$ cat src/rtl/stove_timer_ctrl.sv
// rtl/stove_timer_ctrl.sv - stove cook-timer controller driving an external time register
module stove_timer_ctrl #(
    parameter int WIDTH          = 8,
    parameter int MAX_TIME       = 99,
    parameter int PRESET         = 30,
    parameter int BUZZ_TICKS     = 5,
    parameter int REG_CTRL_WIDTH = 3
) (
    input  logic                      clk,
    input  logic                      async_reset,
    input  logic                      btn_up,
    input  logic                      btn_down,
    input  logic                      btn_start,
    input  logic                      btn_stop,
    input  logic                      btn_preset,
    input  logic                      tick,
    input  logic [WIDTH-1:0]          time_val,
    output logic [REG_CTRL_WIDTH-1:0] reg_ctrl,
    output logic [WIDTH-1:0]          reg_data,
    output logic                      heater_on,
    output logic                      buzzer,
    output logic                      busy
);

    // Register command encodings shared with the time register block
    localparam logic [REG_CTRL_WIDTH-1:0] REG_CTRL_NOP = REG_CTRL_WIDTH'(0);
    localparam logic [REG_CTRL_WIDTH-1:0] REG_CTRL_LD  = REG_CTRL_WIDTH'(1);
    localparam logic [REG_CTRL_WIDTH-1:0] REG_CTRL_CLR = REG_CTRL_WIDTH'(2);
    localparam logic [REG_CTRL_WIDTH-1:0] REG_CTRL_INC = REG_CTRL_WIDTH'(3);
    localparam logic [REG_CTRL_WIDTH-1:0] REG_CTRL_DEC = REG_CTRL_WIDTH'(4);

    localparam int              CNT_W     = $clog2(BUZZ_TICKS + 1);
    localparam logic [CNT_W-1:0] CNT_MAX  = CNT_W'(BUZZ_TICKS);
    localparam logic [CNT_W-1:0] CNT_LAST = CNT_W'(BUZZ_TICKS - 1);
    localparam logic [WIDTH-1:0] MAX_V    = WIDTH'(MAX_TIME);
    localparam logic [WIDTH-1:0] ONE_V    = WIDTH'(1);

    typedef enum logic [1:0] {
        IDLE  = 2'd0,
        RUN   = 2'd1,
        PAUSE = 2'd2,
        DONE  = 2'd3
    } state_t;

    state_t                      state;
    logic [CNT_W-1:0]            buzz_cnt;
    logic                        can_inc;
    logic                        can_dec;
    logic                        up_only;
    logic                        down_only;
    logic                        any_btn;
    logic [REG_CTRL_WIDTH-1:0]   updown_cmd;

    // Wrap guards and the up/down cancellation shared by IDLE and PAUSE
    always_comb begin
        can_inc    = (time_val < MAX_V);
        can_dec    = (time_val != '0);
        up_only    = btn_up && !btn_down;
        down_only  = btn_down && !btn_up;
        any_btn    = btn_up | btn_down | btn_start | btn_stop | btn_preset;
        updown_cmd = REG_CTRL_NOP;
        if (up_only && can_inc) begin
            updown_cmd = REG_CTRL_INC;
        end else if (down_only && can_dec) begin
            updown_cmd = REG_CTRL_DEC;
        end
    end

    assign reg_data = WIDTH'(PRESET);

    // Mealy register command: highest-priority active input of the current state wins
    always_comb begin
        reg_ctrl = REG_CTRL_NOP;
        case (state)
            IDLE: begin
                if (btn_stop) begin
                    reg_ctrl = REG_CTRL_CLR;
                end else if (!btn_start) begin
                    if (btn_preset) begin
                        reg_ctrl = REG_CTRL_LD;
                    end else begin
                        reg_ctrl = updown_cmd;
                    end
                end
            end
            RUN: begin
                if (!btn_stop) begin
                    if (tick) begin
                        if (can_dec) begin
                            reg_ctrl = REG_CTRL_DEC;
                        end
                    end else if (up_only && can_inc) begin
                        reg_ctrl = REG_CTRL_INC;
                    end
                end
            end
            PAUSE: begin
                if (btn_stop) begin
                    reg_ctrl = REG_CTRL_CLR;
                end else if (!btn_start) begin
                    reg_ctrl = updown_cmd;
                end
            end
            default: reg_ctrl = REG_CTRL_NOP;
        endcase
    end

    // Cook-timer FSM with registered heater, buzzer and busy outputs
    always_ff @(posedge clk or posedge async_reset) begin
        if (async_reset) begin
            state     <= IDLE;
            heater_on <= 1'b0;
            buzzer    <= 1'b0;
            busy      <= 1'b0;
            buzz_cnt  <= '0;
        end else begin
            case (state)
                IDLE: begin
                    if (!btn_stop && btn_start && can_dec) begin
                        state     <= RUN;
                        heater_on <= 1'b1;
                        busy      <= 1'b1;
                    end
                end
                RUN: begin
                    if (btn_stop) begin
                        state     <= PAUSE;
                        heater_on <= 1'b0;
                    end else if (tick && (time_val <= ONE_V)) begin
                        // Last second counted down (or an already-empty timer)
                        state     <= DONE;
                        heater_on <= 1'b0;
                        busy      <= 1'b0;
                        buzzer    <= 1'b1;
                        buzz_cnt  <= '0;
                    end
                end
                PAUSE: begin
                    if (btn_stop) begin
                        state <= IDLE;
                        busy  <= 1'b0;
                    end else if (btn_start) begin
                        state     <= RUN;
                        heater_on <= 1'b1;
                    end
                end
                DONE: begin
                    if (any_btn) begin
                        state  <= IDLE;
                        buzzer <= 1'b0;
                    end else if (tick) begin
                        if (buzz_cnt >= CNT_LAST) begin
                            state  <= IDLE;
                            buzzer <= 1'b0;
                        end
                        if (buzz_cnt != CNT_MAX) begin
                            buzz_cnt <= buzz_cnt + 1'b1;
                        end
                    end
                end
                default: state <= IDLE;
            endcase
        end
    end

endmodule

$ cat config.mk
export PLATFORM = sky130hd
export DESIGN_NAME = stove_timer_ctrl
export DESIGN_NICKNAME = d
export VERILOG_FILES = /design/src/rtl/stove_timer_ctrl.sv
export SDC_FILE = /design/constraint.sdc
export NUM_CORES = 1
export LEC_CHECK = 0
export ABC_AREA = 1
export CORE_MARGIN = 2
export CORE_UTILIZATION = 48
export DETAILED_ROUTE_END_ITERATION = 16
export GPL_TIMING_DRIVEN = 0
export HOLD_SLACK_MARGIN = 0.02
export PLACE_DENSITY = 0.84
export SLEW_MARGIN = 20
export SYNTH_ARGS = -nofsm -noshare
export SYNTH_HDL_FRONTEND = slang
export SYNTH_SLANG_ARGS = --single-unit
export TNS_END_PERCENT = 50
$ cat constraint.sdc
create_clock -name clk -period 3.1 [get_ports clk]
set_clock_uncertainty 0.2 [all_clocks]
set_input_delay 0.465 -clock clk [delete_from_list [all_inputs] [get_ports clk]]
set_output_delay 0.465 -clock clk [all_outputs]
set_load 0.05 [all_outputs]
After elaboration in Yosys (flattened, before gate mapping)

Index checks and enable logic that the tools add are counted.

Add/sub/neg operators: 1
Magnitude comparators: 3
Eq/ne operators: 17
Mux-type cells: 42
Bitwise operators: 4
Reductions and logical operators: 19

Operators with widths:

| operator            | number |
|---|---|
| $mux 3              | 15 |
| $reduce_and 5->1    | 4 |
| $mux 2              | 9 |
| $ne 2x2->1 const B  | 9 |
| $ne 3x3->1 const B  | 5 |
| $mux 1              | 12 |
| $pmux 3 s3          | 1 |
| $le 8x1->1 const B  | 1 |
| $lt 8x7->1 const B  | 1 |
| $pmux 2 s4          | 1 |
| $reduce_bool 8->1   | 1 |
| $logic_and 1x1->1   | 7 |
| $pmux 1 s3          | 2 |
| $pmux 3 s2          | 1 |
| $reduce_and 6->1    | 1 |
| $eq 2x2->1 const B  | 2 |
| $or 1x1->1          | 4 |
| $add 3x1->3 const B | 1 |
| $ge 3x3->1 const B  | 1 |
| $logic_not 1->1     | 3 |
| $reduce_bool 3->1   | 1 |
| $eq 2x1->1 const B  | 1 |
| $logic_not 2->1     | 1 |
| $pmux 1 s2          | 1 |
| $reduce_bool 2->1   | 1 |

Register bits after elaboration: 8
Input port bits: 16
Output and inout bits: 14
Logic and storage cells: 91

Longest topological paths before layout

Gate-level depths: netlist of the first run.

Depth after elaboration: 9
Mapped depth: 9
Mapped depth without buffers: 9

Least setup slack after synthesis of the first run

No wires, ideal clock.

Path type: reg-to-output
From: register state[1]
To: output reg_ctrl[2]
Arrival: 2.218 ns
Required time: 2.435 ns
Slack: 0.217 ns
Stages on the path, launching flop included: 7
Path buffers: 0
Cells stage by stage: dfrtp_1 inv_1 ha_1 inv_1 nor2_2 nand2_1 a211oi_1

Word-level cells in the longest chain between the ends: 2
Elaborated cells between the ends (all ways): 4
Classes of those cells: eq/ne: 2; mux: 1; reduce/logical: 1

Ends and longest elaborated chain:

| item                               | line | text |
|---|---|---|
| from (decl)                        | 45   | `state_t state;` |
| from (signal assigned)             | 111  | `state <= IDLE;` |
| from (signal assigned)             | 120  | `state <= RUN;` |
| from (signal assigned)             | 127  | `state <= PAUSE;` |
| $eq 2x2->1 (tied with other cells) | 74   | `case (state)` |
| $pmux 3 s3 *                       | 74   |  |
| to (decl)                          | 18   | `output logic [REG_CTRL_WIDTH-1:0] reg_ctrl,` |

Mark *: on every way between the ends. The rest lies on a longest branch, timed or not.

Worst setup path in the final report of the first run

From: input btn_stop
To: output reg_ctrl[2]

Word-level cells in the longest chain between the ends: 2
Elaborated cells between the ends (all ways): 4
Classes of those cells: mux: 4

Ends and longest elaborated chain:

| item                      | line       | text |
|---|---|---|
| from (decl)               | 14         | `input logic btn_stop,` |
| $mux 3 (on tied branches) | 98, 76, 87 |  |
| $pmux 3 s3 *              | 74         |  |

Marks and branches as above.

==> results of run 1 <==
cells in the mapped netlist:
| master | n |
|---|---|
| dfrtp_1 | 8 |
| a21oi_1 | 8 |
| nand3_1 | 7 |
| o21ai_2 | 4 |
| nand2_1 | 35 |
| inv_1 | 18 |
| xor2_1 | 1 |
| a21boi_2 | 1 |
| o21ai_1 | 4 |
| ha_1 | 7 |
| nor2_2 | 1 |
| nand3_2 | 1 |
| nand2_4 | 1 |
| conb_1 | 2 |
| o21ai_0 | 4 |
| nor2_4 | 2 |
| nand2_2 | 2 |
| nor3_1 | 2 |
| nand4_1 | 2 |
| buf_4 | 8 |
| a211oi_1 | 1 |
| nor2_1 | 12 |
| or2_2 | 2 |
sequential cells by signal, summed over array words and instances, names as in the netlist:
register	cells
busy	1
buzz_cnt	3
buzzer	1
heater_on	1
state	2
cell families after synthesis:
logic type               synth area share (%)
AO/OA/AOI/OAI                            15.3
XOR/XNOR                                 1.00
adder cells (fa/ha/maj)                  10.0
buffers and inverters                    14.6
flip-flops                               22.9
other                                   0.859
AND/OR/NAND/NOR                          35.3
power groups by stage:
stage / sequential [W] / clock (W) / combinational, W
after floorplan: 0.000251 / 0 / 0.000350
after global placement: 0.000183 / 0 / 0.000551
after detailed placement: 0.000187 / 0 / 0.000559
after CTS: 0.000185 / 0.0000874 / 0.000558
after global routing: 0.000191 / 0.0000905 / 0.000618
final: 0.000184 / 0.0000826 / 0.000558
final cells by class:
class                           instances  area, um^2
Timing Repair Buffer                   21         206
Inverter                               18        67.6
Sequential cell                         8         200
Fill cell                             168         569
Clock buffer                            3        22.5
Buffer                                  8        60.1
Multi-Input combinational cell        105         569
Tap cell                               25        31.3
worst reg2reg max path, delay by kind of cell, from the launching register on:
family | cells | cell delay (ns)
simple gates | 5 | 0.53
flops | 1 | 0.41
fa+ha+maj | 1 | 0.39
compound gates | 2 | 0.12
worst paths after layout:
path | cells past startpoint | end | slack (ns) | from
worst max-delay path | 7 | reg_ctrl[2] | 0.21 | btn_stop
max in group asynchronous | 2 | buzz_cnt[2] | 2.23 | async_reset
worst max register to register | 8 | buzz_cnt[1] | 1.33 | state[1]
min in group clk | 2 | busy | 0.28 | busy
worst min register to register | 2 | busy | 0.28 | busy
worst min-delay path | 2 | buzz_cnt[0] | 0.24 | async_reset
layer usage:
| layer | up-vias | routed length, um | global-route usage [%] |
|---|---|---|---|
| li1 | 467 | - | - |
| met1 | 363 | 891 | 26.4 |
| met2 | 23 | 851 | 32.5 |
| met3 | 4 | 104 | 3.92 |
| met4 | 0 | 31 | 10.0 |
| met5 | - | 0 | 0 |
per-stage QoR:
step           setup TNS, ns  utilization (%)  worst slack, ns
3_5_place_dp         -0.0949             65.9          -0.0731
6_report                   0             67.0            0.210
3_3_place_gp         -0.0860             65.9          -0.0860
4_1_cts                    0             67.0            0.220
2_1_floorplan              0                -            0.217
5_1_grt                    0             67.0           0.0462
==> results.md, run 1 <==
- The worst hold path belongs to the class input port to asynchronous set/reset pin.
- For this run, the detailed router's first-pass iteration total came to 4.
- The required time of the critical path is 2.43 ns.
- The number of buffers created by CTS is 3.
- The top cell type by area accounts for 22.9% of the synthesized area.
- The die covers 0.00218 mm^2.
- The library cells used most frequently in the layout, excluding fill and tap cells, are 35 x nand2_1, 18 x inv_1, 18 x clkdlybuf4s50_1, 12 x nor2_1.
- After detailed routing, the number of remaining DRC violations is 0.
- The half-perimeter wire length after placement is 1550 um.
- Setup violations remaining at the end of the flow were counted as 0.
- The max-slew violation count came to 0.
- The power density over cell area is 713 mW/mm^2.
- The synthesis warning total is 0.
- The post-synthesis instance total is 133.
- The largest net degree at the start of global routing is 9.
- The latest clock arrival within the worst-skew pair is between 0.2 and 0.3 ns.
- In this run the number of H-tree levels came out at 1.
- Global routing used 20.5% of the available tracks across all layers.
- By area the synthesized netlist is led by dfrtp_1 23%, nand2_1 15%, ha_1 10%, inv_1 7.7%, buf_4 6.9%.
- Hold repair after CTS inserted 0 buffers.
- The shortest clock period the worst path allows after layout is 2.89 ns.
- The via count normalized by instance count is 4.56.
- Once the clock tree was built, the setup fixing pass inserted 0 buffers.
- The peak per-stage delay on the critical path is between 0.5 and 0.6 ns.
- The number of distinct library cells after synthesis is 23.
- The kind of cell with the highest combined delay along the critical path is buffers and inverters.
- For this design the top-level I/O count stands at 30.
- TritonCTS built the clock tree.
- The root buffer cell chosen for the clock tree is clkbuf_4.
- The number of max-cap violations is 0.
- The synthesis-to-layout area growth is 32.3%.
- The register bit total from synthesis is 8.
- The finished layout holds 188 standard cells, fillers aside.
- The fraction of layout cells with a size suffix above 1 is 15.3%.
- After clock tree synthesis, the clock-pin slew on the worst setup and hold paths is about 0.060 ns.
- The final hold slack is 0.237 ns.
- Routability-driven placement finished with a final weighted congestion of 0.898.
- The cell type with the highest occurrence count on the critical path is nand2_1.
- The leakage dissipation is about 0.59 nW.
- The internal power of the cells totals between 0.0003 and 0.0004 W.
- The final-report hold violation count is 0.
- The number of antenna repair diodes is 0.
- The peak ir drop on the vdd network is 689 uV.
- Traced cell by cell, the critical path runs through clkdlybuf4s50_1 > nor2_4 > nand2_1 > nand2_1 > nand3_1 > a211oi_1 > dlygate4sd2_1.
- The count of nets after finishing is 188.
- The routed wire length is ~1900 um.
- The switching power as a share of total power is 52.9%.
- The per-instance average area after synthesis is 6.58 um^2.
- The standard cell with the maximum stage delay on the critical path is clkdlybuf4s50_1.
- The floorplan has 15 rows.
- The critical path contains buffers and inverters numbering 2 combined.
- The maximum frequency from static timing analysis is 346 MHz.
- For this run, the register share of the synthesized area comes to 22.9%.
- The run finished with clean final reports.
- The number of vias in the routed layout is 857.
- Total power for the finished layout comes to between 0.0008 and 0.0009 W.
- The count of routing violations after the opening detailed-route iteration is 16.
- The die is ~47 um wide.
- The critical path arrival is 2.22 ns.
- The register share of total power is around 22%.
- The slew at the pin with the worst max-slew slack is between 0.4 and 0.5 ns.
- The sort of element at the end of the critical path is an output pin.
- The chip height is 46.7 um.
- The detail route stage leaves a number of antenna-violating nets equal to 0.
- The number of global-route vias before repair came to 796.
- After clock tree synthesis, the repair step resized 3 gates.
- The core footprint is 0.00173 mm^2.
- The number of sinks on the clock net is 8.
- The first global-routing pass estimated 3140 um of wire.
- The post-layout instance area is 0.00116 mm^2.
- The port buffer count is 21.
- The post-place instance area is 0.00114 mm^2.
- The path type of the worst setup path is input port to output pin.
- In the final routed layout, each cell accounts on average for ~10 um.
- Summed over all layers, the global routing overflow is 0.
- The most common cell after layout, fill and taps aside is nand2_1.
- For this configuration, the core starts out at a cell density of 50.7%.
- The power dissipated by switching net loads is 0.000436 W.
- The clock passes through at most 2 buffers.
- The number of placed instances, taps included is 185.
- Of the total power, combinational logic draws between 60% and 70%.
- The maximum fanout along the worst path is 8.
- Setup repair after global routing left no endpoint under its margin.
- The worst-case headroom to the max-slew limit is 66.7%.
- The initial antenna violation count was 0.
- Of the total power, the clock network draws 10.0%.
- The biggest area contributor in the post-synthesis netlist is dfrtp_1.
- The nature of the critical path startpoint is an input port.
- The combined area of all synthesized cells is 875 um^2.
- In the finished design, the share of the clock period the worst path needs comes to 93.2%.
Power figures use the tool's default switching activity.
==> inputs of run 2 (changes only) <==
Settings changed: CELL_PAD_IN_SITES_DETAIL_PLACEMENT set to 0, CELL_PAD_IN_SITES_GLOBAL_PLACEMENT set to 1, CORE_MARGIN 2 to 4, CORE_UTILIZATION 48 to 33, PLACE_DENSITY 0.84 to not set, PLACE_DENSITY_LB_ADDON set to 0.1.
==> run 2 against run 1 <==
Net effect: final cell count rose by 2.7%; routed wire length rose by 7.2%; sequential cell count did not move; non-clock buffer count did not move; sequential power barely moved; die area rose by 62%; maximum frequency rose by 0.39%; via count rose by 0.12%; critical path depth did not move; sequential share of layout area fell by 0.093 points.
==> results.md, run 2 (same netlist as run 1, synthesis figures left out) <==
- The run finished with clean final reports.
- The signal on the critical path passes through clkdlybuf4s50_1 > nor2_4 > nand2_1 > nand2_1 > nand3_1 > a211oi_1 > dlygate4sd2_1.
- The total power of the final layout is 0.000821 W.
- Of all nets on the critical path, the largest fanout is 8.
- Signal routing reaches up to met3.
- The worst-case headroom to the max-slew limit is 66.5%.
- The clock drives 8 sinks.
- The clock-pin transition on the worst setup and hold timing paths is 0.06 ns.
- The clock passes through at most 2 buffers.
- The power density over cell area is 706 mW/mm^2.
- The number of antenna repair diodes is 0.
- The half-perimeter wire length after placement is 1720 um.
- Leaving out fill and tap cells, the most frequent cells in the layout are 35 x nand2_1, 18 x inv_1, 18 x clkdlybuf4s50_1, 12 x nor2_1.
- The number of max-cap violations is 0.
- The fraction of layout cells with a size suffix above 1 is 15.3%.
- After detailed placement, the total cell area comes to 0.00114 mm^2.
- The peak per-stage delay on the critical path is 0.57 ns.
- The critical path arrival is roughly 2.2 ns.
- Input and output buffers added on the ports amount to 21.
- The routed wire length is 2010 um.
- The via count normalized by instance count is 4.45.
- The number of global-route vias before repair is 775.
- The remaining antenna violation count is 0.
- The cell that appears most often on the critical path is nand2_1.
- Entering global routing, the biggest net connects 9 pins.
- The worst setup path is captured at an output pin.
- The number of design rule violations left after detail routing is 0.
- The global-route wire length before repair is between 3000 and 4000 um.
- For this design the static power due to leakage is 0.592 nW.
- The number of H-tree branching levels is 1.
- The max-slew violation count was 0.
- The final setup violation count is 0.
- The setup slack after placement is -0.0904 ns.
- The flip-flop count of the largest register after layout is 3.
- The initial core utilization is 35.0%.
- The non-filler instance count after layout is around 190.
- The slew at the pin with the worst max-slew slack is approximately 0.50 ns.
- The die is approximately 59 um tall.
- TritonCTS created 3 clock buffers.
- From left edge to right edge, the die measures 59.5 um.
- After layout, the minimum clock period comes to 2.88 ns.
- The maximum frequency from static timing analysis is 347 MHz.
- For this block, the initial DRC count from the detailed router was 21.
- Of the available clock period, the critical path in the final layout requires 92.9%.
- At the end of routability-driven placement, the weighted congestion stood at 0.762.
- Before antenna repair, the detailed router went through 4 iterations.
- Setup repair after global routing left no endpoint under its margin.
- The residual overflow from global routing is 0.
- The worst path meets setup with 0.222 ns of slack.
- The largest registers in the layout are buzz_cnt: 3 flops, state: 2 flops.
- The CTS tree is built.
- In this run the worst hold path is classified as input port to asynchronous set/reset pin.
- The root buffer selected by CTS is clkbuf_4.
- The final-report hold violation count is 0.
- The number of I/O pins is 30.
- At the end of the flow, the number of nets in the layout was 188.
- The required time of the critical path is about 2.4 ns.
- The average wire length per cell after detail routing is 10.4 um.
- After clock tree synthesis, the setup repair step added 0 buffers.
- The initial antenna violation count is 0.
- The total negative slack is 0 ns.
- The layout filler cell count is 275.
- The floorplan step defined a die boundary enclosing 0.00354 mm^2.
- The core footprint is 0.00250 mm^2.
- Detailed routing inserted a total of 858 vias.
- The critical path is of the input port to output pin type.
- The standard cell with the maximum stage delay on the critical path is clkdlybuf4s50_1.
- The nature of the critical path startpoint is an input port.
- The clock reaches the later pin of the worst-skew pair after 0.25 ns.
- More flip-flops sit in one register than any other, and that register is buzz_cnt.
- The peak ir drop on the vdd network is between 500 and 600 uV.
- In the detailed route, the total length drawn on met3 is 189 um.
- The length of routed met2 wiring is 888 um.
- The number of placed instances, taps included, is 190.
- The most common cell after layout, fill and taps aside is nand2_1.
- Across every metal layer, demand over resource in global routing totals 11.6%.
- Compared with the post-synthesis result, the final layout area differs by 33.0%.
- The worst register-to-register path has a depth of 9.
- In the final routing, the length of wire on met1 measures about 940 um.
- The number of cell rows is 18.
- The post-layout instance area is 0.00116 mm^2.
## run 2: routing by layer
metal  up-vias  GRT usage (%)
met5         -              0
met4         0           1.94
met3         0           3.92
met2        26           18.7
met1       365           15.0
li1        467              -
## run 2: worst paths after layout
check,startpoint,slack [ns],endpoint
setup / recovery,btn_stop,0.22,reg_ctrl[2]
hold / removal,async_reset,0.26,heater_on
setup reg to reg,state[1],1.33,heater_on
hold reg to reg,busy,0.27,busy
max in group asynchronous,async_reset,2.21,state[1]
min in group clk,busy,0.27,busy
## run 2: area by class of cell
type                       count  area [um^2]  area share, %
buffer                         8         60.1           5.16
clock buffer                   3         22.5           1.94
inverter                      18         67.6           5.81
multi-input combinational    105          569           48.9
sequential                     8          200           17.2
tap                           30         37.5           3.23
timing repair buffer          21          206           17.7
## run 2: metrics by stage
stage	utilization, %	hold WS, ns
after global routing	46.5	0.273
final	46.5	0.257
after detailed placement	45.8	0.263
after floorplan	-	0.0807
after CTS	46.5	0.266
after global placement	45.8	0.265
## run 2: repair_timing
item	CTS	global route
endpoints found under the hold margin	0	0
endpoints found under the setup margin	3	0
hold buffers	0	0
gates resized for setup	3	0
## run 2: power by group
part	total, W	internal [W]	switching (W)
sequential	0.000185	0.000149	0.0000359
clock	0.0000792	0.0000443	0.0000349
combinational	0.000557	0.000196	0.000361
total	0.000821	0.000389	0.000432
## run 2: critical path, delay by kind of cell
family | cells | cell delay [ns]
buf+inv | 2 | 1.12
compound gates | 1 | 0.18
simple gates | 4 | 0.45
==> inputs of run 3 (changes only) <==
--- a/constraint.sdc
+++ b/constraint.sdc
@@ -4,2 +4,2 @@
 set_output_delay 0.465 -clock clk [all_outputs]
-set_load 0.05 [all_outputs]
+set_load 0.005 [all_outputs]
==> run 3 against run 2 <==
Net effect: clock power barely moved; sequential share of layout area fell by 0.055 points; routed wire length barely moved; utilization rose by 0.15 points; critical path depth did not move; first-iteration DRC count did not move; register-to-register slack barely moved; worst hold slack did not move; critical endpoint unchanged.
==> results.md, run 3 (same netlist as run 1, synthesis figures left out) <==
- The top cell types in the final layout, fill and taps aside, are 35 x nand2_1, 21 x clkdlybuf4s50_1, 18 x inv_1, 12 x nor2_1.
- The first global-routing pass estimated 3170 um of wire.
- The root buffer selected by CTS is clkbuf_4.
- The switching power as a share of total power is 44.5%.
- The number of design rule violations left after detail routing is 0.
- In the final routed layout, each cell accounts on average for 10.4 um.
- The routed layout has 858 vias.
- Leaving out fill and tap cells, the most frequent cell in the layout is nand2_1.
- The worst setup slack after layout is 0.231 ns.
- The layout filler cell count is around 270.
- In this run the static leakage power is around 0.58 nW.
- No sink is reached through more buffers than the 2 on the longest clock path.
- The sort of element at the end of the critical path is an output pin.
- Routability-driven placement finished with a final weighted congestion of between 0.7 and 0.8.
- The required time of the critical path is around 2.4 ns.
- The first detailed-routing pass took 4 iterations.
- The latest clock arrival within the worst-skew pair is 0.25 ns.
- The routed wire length is 2010 um.
- The core footprint is 0.00250 mm^2.
- The die covers 0.00354 mm^2.
- Overall power consumption after layout is estimated at 0.000710 W.
- The flip-flop count of the largest register after layout is 3.
- In the final layout, the share of cells above drive strength 1 is ~15%.
- For the worst flop-to-flop path, the logic depth is 9.
- The standard cell with the maximum stage delay on the critical path is clkdlybuf4s50_1.
- The maximum fanout along the worst path is 8.
- The final critical path takes up 92.5% of the cycle.
- Pin placement for this block handled 30 I/O pins.
- Compared with the post-synthesis result, the final layout area differs by 33.5%.
- The maximum frequency from static timing analysis is 349 MHz.
- The total negative slack is 0 ns.
- The combinational share of power is 62.8%.
- The final setup violation count is 0.
- The cts-stage hold buffer count is 0.
- The register with the most flip-flops is buzz_cnt.
- By startpoint and endpoint, the worst setup path is classified as input port to output pin.
- The largest registers in the layout are buzz_cnt: 3 flops, state: 2 flops.
- STA classifies the critical path startpoint as an input port.
- The floorplan step set the die width to 59.5 um.
- The total of cells resized after clock tree synthesis is 0.
- The critical register-to-register path endpoint is heater_on.
- The net count of the finished layout is 188.
- The via count normalized by instance count is 4.45.
- The min-delay analysis places its worst path in the category input port to asynchronous set/reset pin.
- Entering global routing, the biggest net connects 9 pins.
- The number of global-route vias before repair is roughly 780.
- Of the total power, the clock network draws 11.2%.
- Prior to clock tree synthesis, the placed netlist has a worst setup slack of 0.211 ns.
- Once detail routing completed, the nets flagged for antenna violations numbered 0.
- The count of buffers added on input and output ports is 21.
- The peak ir drop on the vdd network is 452 uV.
- The count of routing violations after the opening detailed-route iteration is 21.
- Clock-pin slew was measured on the worst setup and hold paths at 0.06 ns.
- For this configuration, the core starts out at a cell density of about a third.
- The critical path goes through clkdlybuf4s50_1 > nor2_4 > nand2_1 > nand2_1 > nand3_1 > a211oi_1 > clkdlybuf4s50_1.
- The CTS tree is built.
- The peak per-stage delay on the critical path is 0.57 ns.
- The number of antenna repair diodes is 0.
- For the worst setup path, the data arrival time is 2.20 ns.
- The final-report hold violation count was 0.
- The half-perimeter wire length after placement is roughly 1700 um.
- The cell-internal power is 0.000394 W.
- The power density over cell area is between 600 and 700 mW/mm^2.
- The run finished with clean final reports.
- In this run the post-CTS setup repair buffer count came out at 0.
- Across the run, the number of max-cap violations was 0.
- The max-slew violation count is 0.
- TritonCTS created 3 clock buffers.
- In this run the number of H-tree levels came out at 1.
- The reg-to-reg critical path startpoint is state[1].
- The register share of total power is 26.0%.
- Setup repair after global routing left no endpoint under its margin.
- The power dissipated by switching net loads is 0.000316 W.
- From bottom edge to top edge, the die measures 59.5 um.
- The register-to-register path setup slack is ~1.3 ns.
- The shortest clock period the worst path allows after layout is 2.87 ns.
- The overall routing resource usage is 11.6%.
- The initial antenna violation count came to 0.
- For this run the aggregate overflow at the end of global routing stands at 0.
- The number of sinks on the clock net is 8.
- The number of cell rows is 18.
run 3: through the flow:
step	utilization, %	instance area [um^2]	cells	hold WS, ns
5_1_grt	46.7	1170	193	0.273
2_1_floorplan	-	897	139	0.0807
6_report	46.7	1170	193	0.257
4_1_cts	46.7	1170	193	0.266
3_3_place_gp	45.8	1140	190	0.265
3_5_place_dp	45.8	1140	190	0.263
run 3: worst max path at each step:
stage	depth (start not counted)	to	slack [ns]	start
4_1_cts	7	reg_ctrl[2]	0.20	btn_stop
6_report	7	reg_ctrl[2]	0.23	btn_stop
2_1_floorplan	6	reg_ctrl[2]	1.17	state[1]
3_3_place_gp	7	reg_ctrl[2]	0.18	btn_stop
3_5_place_dp	7	reg_ctrl[2]	0.21	btn_stop
5_1_grt	7	reg_ctrl[2]	0.02	state[1]
run 3: critical path: cells and delay by family:
kind	cells	cell delay [ns]
buffers and inverters	2	1.10
and+or+nand+nor	4	0.45
AOI/OAI and AO/OA	1	0.19
run 3: power groups by stage:
stage	clock network [W]	logic [W]	registers, W
finish	0.0000792	0.000446	0.000185
detailed placement	0	0.000450	0.000186
floorplan	0	0.000303	0.000182
global route	0.0000893	0.000512	0.000191
CTS	0.0000833	0.000453	0.000185
global placement	0	0.000446	0.000184
run 3: cell type report:
class,count,area (um^2),area share [%]
plain buffers,8,60.1,5.14
multi-input cells,105,569,48.8
well taps,30,37.5,3.22
clock buffers,3,22.5,1.93
repair buffers,21,210,18.0
flip-flops and latches,8,200,17.1
inverters,18,67.6,5.79
run 3: layer usage:
layer  track usage, %  up-vias  share of wire (%)
met1             15.0      365                 47
met4             1.94        0                  0
met3             3.92        0                9.3
met2             18.7       26                 44
li1                 -      467                  -
met5                0        -                  0
